### src/rtl/ahfp_addsub_pipe.sv
// ahfp_addsub_pipe -- three-stage floating-point adder/subtractor.
// Format {sign, exponent, fraction}, hidden bit implied, subnormals flushed.
// Optional macro AHFP_ROUND_NEAREST_EN selects round-to-nearest-even in the
// last stage; without it the result is truncated (round toward zero).
module ahfp_addsub_pipe #(
  parameter int EXP_W = 8,
  parameter int MAN_W = 23,
  localparam int W = 1 + EXP_W + MAN_W
) (
  input  logic         clk,
  input  logic         reset,
  input  logic         clk_en,
  input  logic         start,
  input  logic         n,
  input  logic [W-1:0] dataa,
  input  logic [W-1:0] datab,
  output logic [W-1:0] result,
  output logic         done
);

  // Extended mantissa: hidden bit, fraction, guard, round, sticky.
  localparam int MW   = MAN_W + 4;
  // Signed exponent working width, room for carry and normalise underflow.
  localparam int EW   = EXP_W + 2;
  localparam int LZ_W = $clog2(MW + 1);

  localparam logic [EXP_W-1:0]     EXP_ONES = '1;
  localparam logic [W-1:0]         QNAN     = {1'b0, EXP_ONES, 1'b1, {(MAN_W-1){1'b0}}};
  localparam logic signed [EW-1:0] E_ONE    = {{(EW-1){1'b0}}, 1'b1};
  localparam logic signed [EW-1:0] E_ZERO   = '0;
  localparam logic signed [EW-1:0] E_MAX    = {2'b00, EXP_ONES};

  // Right-align the smaller mantissa; shifted-out bits fold into sticky.
  // Shifts that push the hidden bit at or past the sticky slot leave only sticky.
  function automatic logic [MW-1:0] align(input logic [MW-1:0] m,
                                          input logic [EXP_W-1:0] sh);
    logic [2*MW-1:0] wide;
    wide = {m, {MW{1'b0}}} >> sh;
    if (int'(sh) >= MW - 1)
      align = {{(MW-1){1'b0}}, |m};
    else
      align = {wide[2*MW-1:MW+1], wide[MW] | (|wide[MW-1:0])};
  endfunction

  // Leading-zero count of the un-carried sum; MW when the sum is zero.
  function automatic logic [LZ_W-1:0] lzc(input logic [MW-1:0] x);
    lzc = LZ_W'(MW);
    for (int i = 0; i < MW; i++)
      if (x[i]) lzc = LZ_W'(MW - 1 - i);
  endfunction

  // Round the normalised mantissa to MAN_W+1 bits; the top bit of the
  // return value flags a carry-out that needs renormalising.
  function automatic logic [MAN_W+1:0] round_mant(input logic [MW-1:0] nm);
    logic inc;
`ifdef AHFP_ROUND_NEAREST_EN
    inc = nm[2] & (nm[1] | nm[0] | nm[3]);
`else
    inc = 1'b0;
`endif
    round_mant = {1'b0, nm[MW-1:3]} + {{(MAN_W+1){1'b0}}, inc};
  endfunction

  logic               sa, sb, a_zero, b_zero, a_max, b_max;
  logic               a_nan, b_nan, a_inf, b_inf, a_big, sp_s1;
  logic [EXP_W-1:0]   ea, eb;
  logic [MAN_W-1:0]   fa, fb;
  logic [MW-1:0]      ma, mb;
  logic [W-1:0]       spv_s1;

  // S1 combinational: unpack, flush subnormals, effective sign, specials.
  always_comb begin
    sa     = dataa[W-1];
    sb     = datab[W-1] ^ n;
    ea     = dataa[W-2:MAN_W];
    eb     = datab[W-2:MAN_W];
    fa     = dataa[MAN_W-1:0];
    fb     = datab[MAN_W-1:0];
    a_zero = (ea == '0);
    b_zero = (eb == '0);
    a_max  = (ea == EXP_ONES);
    b_max  = (eb == EXP_ONES);
    a_nan  = a_max & (|fa);
    b_nan  = b_max & (|fb);
    a_inf  = a_max & ~(|fa);
    b_inf  = b_max & ~(|fb);
    ma     = a_zero ? '0 : {1'b1, fa, 3'b000};
    mb     = b_zero ? '0 : {1'b1, fb, 3'b000};
    a_big  = ({ea, ma} >= {eb, mb});
    sp_s1  = a_nan | b_nan | a_inf | b_inf;
    spv_s1 = QNAN;
    if (a_nan | b_nan)
      spv_s1 = QNAN;
    else if (a_inf & b_inf)
      spv_s1 = (sa != sb) ? QNAN : {sa, EXP_ONES, {MAN_W{1'b0}}};
    else if (a_inf)
      spv_s1 = {sa, EXP_ONES, {MAN_W{1'b0}}};
    else if (b_inf)
      spv_s1 = {sb, EXP_ONES, {MAN_W{1'b0}}};
  end

  // ---- S1 / S2 boundary ----
  logic               vld_p0, sign_p0, same_p0, sp_p0;
  logic [EXP_W-1:0]   exp_p0;
  logic [MW-1:0]      mbig_p0, msml_p0;
  logic [W-1:0]       spv_p0;

  // S1 valid: a start is only accepted on an enabled, non-reset edge.
  always_ff @(posedge clk) begin
    if (reset)       vld_p0 <= 1'b0;
    else if (clk_en) vld_p0 <= start;
  end

  // S1 data: larger-magnitude operand first, smaller one aligned to it.
  always_ff @(posedge clk) begin
    if (clk_en) begin
      sign_p0 <= a_big ? sa : sb;
      same_p0 <= (sa == sb);
      exp_p0  <= a_big ? ea : eb;
      mbig_p0 <= a_big ? ma : mb;
      msml_p0 <= align(a_big ? mb : ma, a_big ? (ea - eb) : (eb - ea));
      sp_p0   <= sp_s1;
      spv_p0  <= spv_s1;
    end
  end

  logic [MW:0] sum_s2;

  // S2 combinational: magnitude add or subtract; big >= small so no sign flip.
  always_comb begin
    if (same_p0) sum_s2 = {1'b0, mbig_p0} + {1'b0, msml_p0};
    else         sum_s2 = {1'b0, mbig_p0} - {1'b0, msml_p0};
  end

  // ---- S2 / S3 boundary ----
  logic               vld_p1, sign_p1, same_p1, sp_p1;
  logic [EXP_W-1:0]   exp_p1;
  logic [MW:0]        sum_p1;
  logic [W-1:0]       spv_p1;

  // S2 valid.
  always_ff @(posedge clk) begin
    if (reset)       vld_p1 <= 1'b0;
    else if (clk_en) vld_p1 <= vld_p0;
  end

  // S2 data.
  always_ff @(posedge clk) begin
    if (clk_en) begin
      sum_p1  <= sum_s2;
      exp_p1  <= exp_p0;
      sign_p1 <= sign_p0;
      same_p1 <= same_p0;
      sp_p1   <= sp_p0;
      spv_p1  <= spv_p0;
    end
  end

  logic [LZ_W-1:0]      lz;
  logic [MW-1:0]        nm;
  logic [MAN_W+1:0]     mr;
  logic [MAN_W-1:0]     frac_s3;
  logic signed [EW-1:0] exp_ext, lz_ext, e_norm, e_fin;
  logic [W-1:0]         res_s3;

  // S3 combinational: normalise, round, then pack with zero/overflow/underflow.
  always_comb begin
    lz      = lzc(sum_p1[MW-1:0]);
    exp_ext = $signed({2'b00, exp_p1});
    lz_ext  = $signed({{(EW-LZ_W){1'b0}}, lz});
    if (sum_p1[MW]) begin
      nm     = {sum_p1[MW:2], sum_p1[1] | sum_p1[0]};
      e_norm = exp_ext + E_ONE;
    end else begin
      nm     = sum_p1[MW-1:0] << lz;
      e_norm = exp_ext - lz_ext;
    end
    mr      = round_mant(nm);
    frac_s3 = mr[MAN_W+1] ? mr[MAN_W:1] : mr[MAN_W-1:0];
    e_fin   = mr[MAN_W+1] ? e_norm + E_ONE : e_norm;
    if (sp_p1)
      res_s3 = spv_p1;
    else if (sum_p1 == '0)
      res_s3 = {same_p1 & sign_p1, {(W-1){1'b0}}};
    else if (e_fin >= E_MAX)
      res_s3 = {sign_p1, EXP_ONES, {MAN_W{1'b0}}};
    else if (e_fin <= E_ZERO)
      res_s3 = {sign_p1, {(W-1){1'b0}}};
    else
      res_s3 = {sign_p1, e_fin[EXP_W-1:0], frac_s3};
  end

  // ---- S3 output register ----
  // done pulses once per completed operation; result holds until the next one.
  always_ff @(posedge clk) begin
    if (reset) begin
      done   <= 1'b0;
      result <= '0;
    end else if (clk_en) begin
      done <= vld_p1;
      if (vld_p1) result <= res_s3;
    end
  end

endmodule

### config.mk
export PLATFORM = sky130hd
export DESIGN_NAME = ahfp_addsub_pipe
export DESIGN_NICKNAME = d
export VERILOG_FILES = /design/src/rtl/ahfp_addsub_pipe.sv
export SDC_FILE = /design/constraint.sdc
export NUM_CORES = 1
export LEC_CHECK = 0
export ABC_AREA = 1
export CAP_MARGIN = 30
export CORE_MARGIN = 2
export CORE_UTILIZATION = 60
export CTS_CLUSTER_DIAMETER = 30
export CTS_CLUSTER_SIZE = 30
export DETAILED_ROUTE_END_ITERATION = 6
export PLACE_DENSITY = 0.82
export REMOVE_ABC_BUFFERS = 1
export SYNTH_ARGS = -nofsm -noshare
export SYNTH_HDL_FRONTEND = slang
export SYNTH_SLANG_ARGS = --single-unit
### constraint.sdc
create_clock -name clk -period 5.9 [get_ports clk]
set_clock_uncertainty 0.1 [all_clocks]
set_input_delay 0.59 -clock clk [delete_from_list [all_inputs] [get_ports clk]]
set_output_delay 0.59 -clock clk [all_outputs]
set_load 0.02 [all_outputs]
==> results of run 1 <==
-- through the flow --
stage               total power, mW  hold slack (ns)  setup WS, ns  util [%]
floorplan                      3.12            0.300        -0.321         -
global placement               3.83            0.305         0.202      67.5
detailed placement             3.88            0.310         0.160      67.5
CTS                            5.03            0.323         0.607      70.7
global route                   5.44            0.331        0.0327      70.7
finish                         5.08            0.323         0.424      70.7
-- logic make-up (layout without fill, tap and decap cells) --
logic type                 Yosys count  after routing  share of synthesized area, %
buffers and inverters              254            351                          8.23
xor gates and xnor gates            59             59                          4.32
and+or+nand+nor                    967            967                          34.2
DFF                                140            140                          31.3
AOI/OAI and AO/OA                  304            304                          13.8
adders and majority gates           76             76                          7.98
muxes                                2              2                         0.193
-- registers in the layout (all words and copies together) (netlist names), 2 cells and up --
register / count
result: 32
sum_p1: 28
msml_p0: 27
mbig_p0: 24
exp_p0: 8
exp_p1: 8
spv_p0: 2
spv_p1: 2
-- routing by layer --
layer	global-route usage [%]	part of all wire [%]
met5	0	0
met4	17.6	4.8
met3	4.01	6.4
met2	59.1	49
met1	41.8	40
-- synth_stat cells (all sizes together) --
| library cell | instances |
|---|---|
| nand3 | 299 |
| a211oi | 2 |
| nor3 | 19 |
| a21oi | 133 |
| o21a | 5 |
| o21bai | 3 |
| o211ai | 7 |
| o41ai | 2 |
| fa | 4 |
| mux2i | 2 |
| inv | 170 |
| or2 | 3 |
| nor2 | 143 |
| a21o | 2 |
| a221oi | 1 |
| o21ai | 100 |
| nor4b | 1 |
| dfxtp | 35 |
| nand3b | 4 |
| o22ai | 27 |
| xnor2 | 19 |
| o211a | 1 |
| buf | 30 |
| ha | 72 |
| edfxtp | 105 |
| a32oi | 2 |
| a41o | 1 |
| nand2 | 448 |
| o221ai | 1 |
| a2111oi | 1 |
| a31oi | 6 |
| and2 | 3 |
| nor4 | 18 |
| nor3b | 2 |
| clkbuf | 49 |
| xor2 | 40 |
| o31ai | 8 |
| clkinv | 5 |
| nand4 | 27 |
| a21boi | 2 |
-- final timing paths --
path | startpoint | endpoint | cells past startpoint
max | dataa[27] | msml_p0[0] | 33
min reg2reg | sp_p0 | sp_p1 | 0
min | sp_p0 | sp_p1 | 0
max reg2reg | sum_p1[2] | result[11] | 44
-- cell usage in the layout, fill, tap and decap left out, types with 7 or more instances in the layout --
master           synthesis  final
nor4_1                  17     17
clkbuf_16                0     17
clkdlybuf4s50_1          0    100
edfxtp_1               105    105
o31ai_1                  8      8
buf_4                    3     44
nand3_1                298    298
inv_2                    7      7
nor2_1                 141    141
nand2_1                446    446
inv_1                  162    162
o211ai_1                 7      7
xnor2_1                 19     19
ha_1                    72     72
o21ai_0                 87     87
dfxtp_1                 35     35
o22ai_1                 26     26
xor2_1                  38     38
o21ai_1                 12     12
nor3_1                  19     19
nand4_1                 27     27
a21oi_1                132    132
-- report_power, final --
group          total, mW  internal [mW]  switching [mW]
Sequential          1.39           1.25           0.131
Combinational       2.55          0.867            1.68
Clock               1.15          0.657           0.491
-- final cells by class --
| class | count | area (um^2) | area share, % |
|---|---|---|---|
| Timing Repair Buffer | 144 | 1330 | 9.33 |
| Sequential cell | 140 | 3850 | 27.0 |
| Multi-Input combinational cell | 1408 | 7440 | 52.1 |
| Clock inverter | 15 | 219 | 1.53 |
| Clock buffer | 17 | 425 | 2.98 |
| Tap cell | 270 | 338 | 2.37 |
| Inverter | 175 | 659 | 4.62 |
-- worst reg2reg max path: cells and delay by family (launching register included) --
kind,cells,cell delay [ns]
AO/OA/AOI/OAI,5,0.92
AND/OR/NAND/NOR,32,2.58
buffers and inverters,5,0.79
adder cells (fa/ha/maj),1,0.21
flip-flops,1,0.43
XOR/XNOR,1,0.18
==> impl_metrics.ini, run 1 <==
[status]
outcome = completed

[cells_and_area]
final_area_um2 = 14300
fillers = 1707
fin_nets = 2031
instances_no_fill = 2169
antenna_cells = 0
layout-drive-gt1-share_pct = 5.27
synthToLayoutAreaGrowth_pct = 16.0

[timing]
relSlewSlack_pct = 40.5
finalCritPeriodShare_pct = 92.8
fin_tns_setup_ns = 0
min_period_ns = 5.48
rsz0062_at_grt = no
hold_viol = 0
worstMarginPinSlew_ns = 0.890
setup_viol = 0
fmax_mhz = 183
drv_slew = 0

[clock_tree]
cts.sinks = 140
cts-root-buf = clkbuf_16
ctsHoldBuffers = 0
cts_resized = 0
clock_latency_ns = 0.43
post_cts_buffers = 0
clk_pin_slew_worst_paths_ns = 0.07
htreeDepth = 4
cts_tree = built
cts_inserted_buffers = 17
cts.path.max_buffers = 2

[setup_path]
required_ns = 6.08
crit_path_top_delay_cell = clkdlybuf4s50_1
worstSetupPathType = in -> reg
cp-end-kind = flip-flop
timing.reg2reg.setup_slack_ns = 0.53
cp_max_fo = 29
crit_buf_inv = 5
slowest_delay_ns = 0.49
critPathTopFamily = simple AND/OR/NAND/NOR gates
critPathArrivalTime_ns = 5.66
worst_setup_path_start_kind = input pin

[die]
io_pins = 102
core_area_um2 = 20200
die_y_um = 147
die_x_um = 147
die_area_um2 = 21700
row_count = 52
start_util_pct = 61.0

[drt]
drt_iter0_drc = 1064
drt_first_pass_iters = 6
postRouteAntennaNets = 0
num_vias = 13000
wl_um = 36700
drcViolationCount = 0
vias_per_cell = 6.01
wl_per_cell_um = 16.9

[global_routing]
gr-total-overflow = 0
grt_pass1_wl_um = 59900
grt_usage_pct = 34.1
grt_max_degree = 60
grt_pass1_vias = 12300
antenna_found_initial = 0

[synth]
synth_top_area_share_pct = 25.6
syn_avg_cell_area_um2 = 6.82
netlist_instances = 1802
synth_area_um2 = 12300
synth.distinct_cells = 57
ys_ff_latch = 140
ys_top_cells_by_area = edfxtp_1 (26%), nand2_1 (14%), nand3_1 (12%)
yosysSeqAreaShare_pct = 31.3
yosys_warnings = 0
synth_top_cell_by_area = edfxtp_1

[placed_design]
finalWeightedCongestion = 1.02
dp.cells = 2137
port_buffers = 101
dpl_cell_area_um2 = 13600
place.detailed.hpwl_um = 28600

[power_and_ir_drop]
power_density_nw_per_um2 = 356
ir_worst_vdd_uv = 208
cellLeakagePower_nw = 6.40

[flow_run]
maxCapViolCount = 0

[worst_hold_path]
worstHoldPathType = reg -> reg
Power figures use the tool's default switching activity.
==> inputs of run 2 (changes only) <==
- CORE_UTILIZATION: 60 -> 54
- PLACE_DENSITY: 0.82 -> 0.78
- clock period: 5.9 -> 4.55 ns (I/O delays scaled with it)
==> impl_metrics.ini, run 2 (synthesis gave the netlist of run 1 again) <==
[status]
outcome = finished with violations
violations = negative setup slack

[global_routing]
grt_max_degree = 61
grt_pass1_vias = 13600
gr-total-overflow = 0
antenna_found_initial = 0
grt_usage_pct = 34.5
grt_pass1_wl_um = 66000

[drt]
drt_iter0_drc = 1279
vias_per_cell = 5.94
num_vias = 14400
wl_um = 44000
postRouteAntennaNets = 0
drcViolationCount = 0
drt_first_pass_iters = 6
wl_per_cell_um = 18.2

[setup_path]
timing.reg2reg.setup_slack_ns = -0.41
cp.depth = 26
r2r-end = result[13]
cp-end-kind = flip-flop
r2r_start = sum_p1[10]
worst_setup_path_start_kind = flip-flop
critical_path.startpoint = sum_p1[10]
critPathTopFamily = simple AND/OR/NAND/NOR gates
slowest_delay_ns = 0.43
crit_path_top_delay_cell = edfxtp_1
cp_max_fo = 7
required_ns = 4.71
r2r_cells = 26
worstSetupPathType = reg -> reg
crit_top_cell = a21oi_1
crit_end = result[13]
crit_buf_inv = 7
critPathArrivalTime_ns = 5.12

[power_and_ir_drop]
power.switching_mw = 3.34
pwr-share-comb_pct = 57.9
clkPwrFrac_pct = 18.0
switching_share_pct = 44.3
seqPwrFrac_pct = 24.0
cellLeakagePower_nw = 7.87
power_density_nw_per_um2 = 435
total_power_mw = 7.54
p_int_mw = 4.20
ir_worst_vdd_uv = 298

[timing]
worstMarginPinSlew_ns = 1.04
hold_viol = 0
min_period_ns = 4.96
finalCritPeriodShare_pct = 109
rsz0062_at_grt = yes
fin_ws_ns = -0.409
setup_viol = 27
drv_slew = 0
fmax_mhz = 202
relSlewSlack_pct = 30.5

[cells_and_area]
layout-drive-gt1-share_pct = 24.9
antenna_cells = 0
reg.largest.list = result: 32 flops, sum_p1: 28 flops, msml_p0: 27 flops
fin_util_pct = 77.1
largest_reg_flops = 32
final_area_um2 = 17300
largest-register = result
instances_no_fill = 2423
fin_nets = 2272
synthToLayoutAreaGrowth_pct = 41.0
final_common_cell = nand2_1
final_cell_mix = nand2_1 (415), nand3_1 (265), buf_4 (245)

[die]
die_x_um = 155
row_count = 55
core_area_um2 = 22500
die_area_um2 = 24000
start_util_pct = 54.7
io_pins = 102
die_y_um = 155

[clock_tree]
clk_pin_slew_worst_paths_ns = 0.06
cts.path.max_buffers = 2
cts.sinks = 140
ctsHoldBuffers = 0
cts_tree = built
htreeDepth = 4
cts_inserted_buffers = 17
cts-root-buf = clkbuf_16
clock_latency_ns = 0.43

[worst_hold_path]
worstHoldPathType = reg -> reg
min_from = exp_p0[7]

[placed_design]
dp.cells = 2344
place.detailed.hpwl_um = 30900
pre_cts_ws_ns = -0.796
finalWeightedCongestion = 0.992
dpl_cell_area_um2 = 15200
port_buffers = 101

[flow_run]
maxCapViolCount = 0
==> run 2: changes by cell type in the layout (fill, tap and decap cells not counted), moves of 18 or more <==
cell	before	now
a21oi_1	132	94
a21oi_2	1	39
buf_4	44	245
buf_6	0	19
inv_1	162	144
nand2_1	446	415
nand2_2	2	27
nand3_1	298	265
nand3_2	1	33
nor2_1	141	113
o21ai_0	87	56
o21ai_1	12	35
==> run 2: stage by stage <==
stage               hold WS (ns)  setup TNS, ns
floorplan                  0.300         -66.96
global placement           0.302         -15.24
detailed placement         0.306         -20.16
CTS                        0.320         -0.552
global route               0.322         -15.19
finish                     0.319          -8.13
==> run 2: area by class of cell <==
type / count / area (um^2)
Inverter: 175 / 692
Fill cell: 1614 / 5160
Tap cell: 285 / 357
Timing Repair inverter: 1 / 8.76
Sequential cell: 140 / 3850
Timing Repair Buffer: 384 / 3460
Clock buffer: 18 / 429
Multi-Input combinational cell: 1408 / 8390
Clock inverter: 12 / 141
==> run 2: metal layers <==
metal	wire length, um	vias up	track usage, %
met4	3380	0	22.7
li1	-	6825	-
met1	16300	6563	38.8
met5	0	-	0
met3	2790	246	4.96
met2	21500	769	60.9
==> run 2: power by group through the flow <==
stage | combinational (mW) | clock (mW) | sequential (mW)
CTS | 3.94 | 1.36 | 1.79
global route | 4.75 | 1.41 | 1.83
global placement | 3.58 | 0 | 1.81
finish | 4.37 | 1.36 | 1.81
floorplan | 2.26 | 0 | 1.79
detailed placement | 3.64 | 0 | 1.81
==> run 2: worst min-delay path by stage <==
stage	to	slack, ns	cells past startpoint
finish	exp_p1[7]	0.32	0
global route	exp_p1[5]	0.32	0
CTS	exp_p1[3]	0.32	0
detailed placement	exp_p1[3]	0.31	0
global placement	exp_p1[1]	0.30	0
floorplan	exp_p1[0]	0.30	0
==> run 2: repair_timing <==
item                                   in CTS  in global routing
cloned                                      3                  4
pin swaps                                  42                 92
setup endpoints to repair                  48                 61
resized for setup                          99                219
endpoints found under the hold margin       0                  0
buffers inserted                           39                 17
==> inputs of run 3 (changes only) <==
- SLEW_MARGIN: unset -> 20
==> results of run 3 <==
The final DEF is identical to that of run 2; final timing and power are the same.
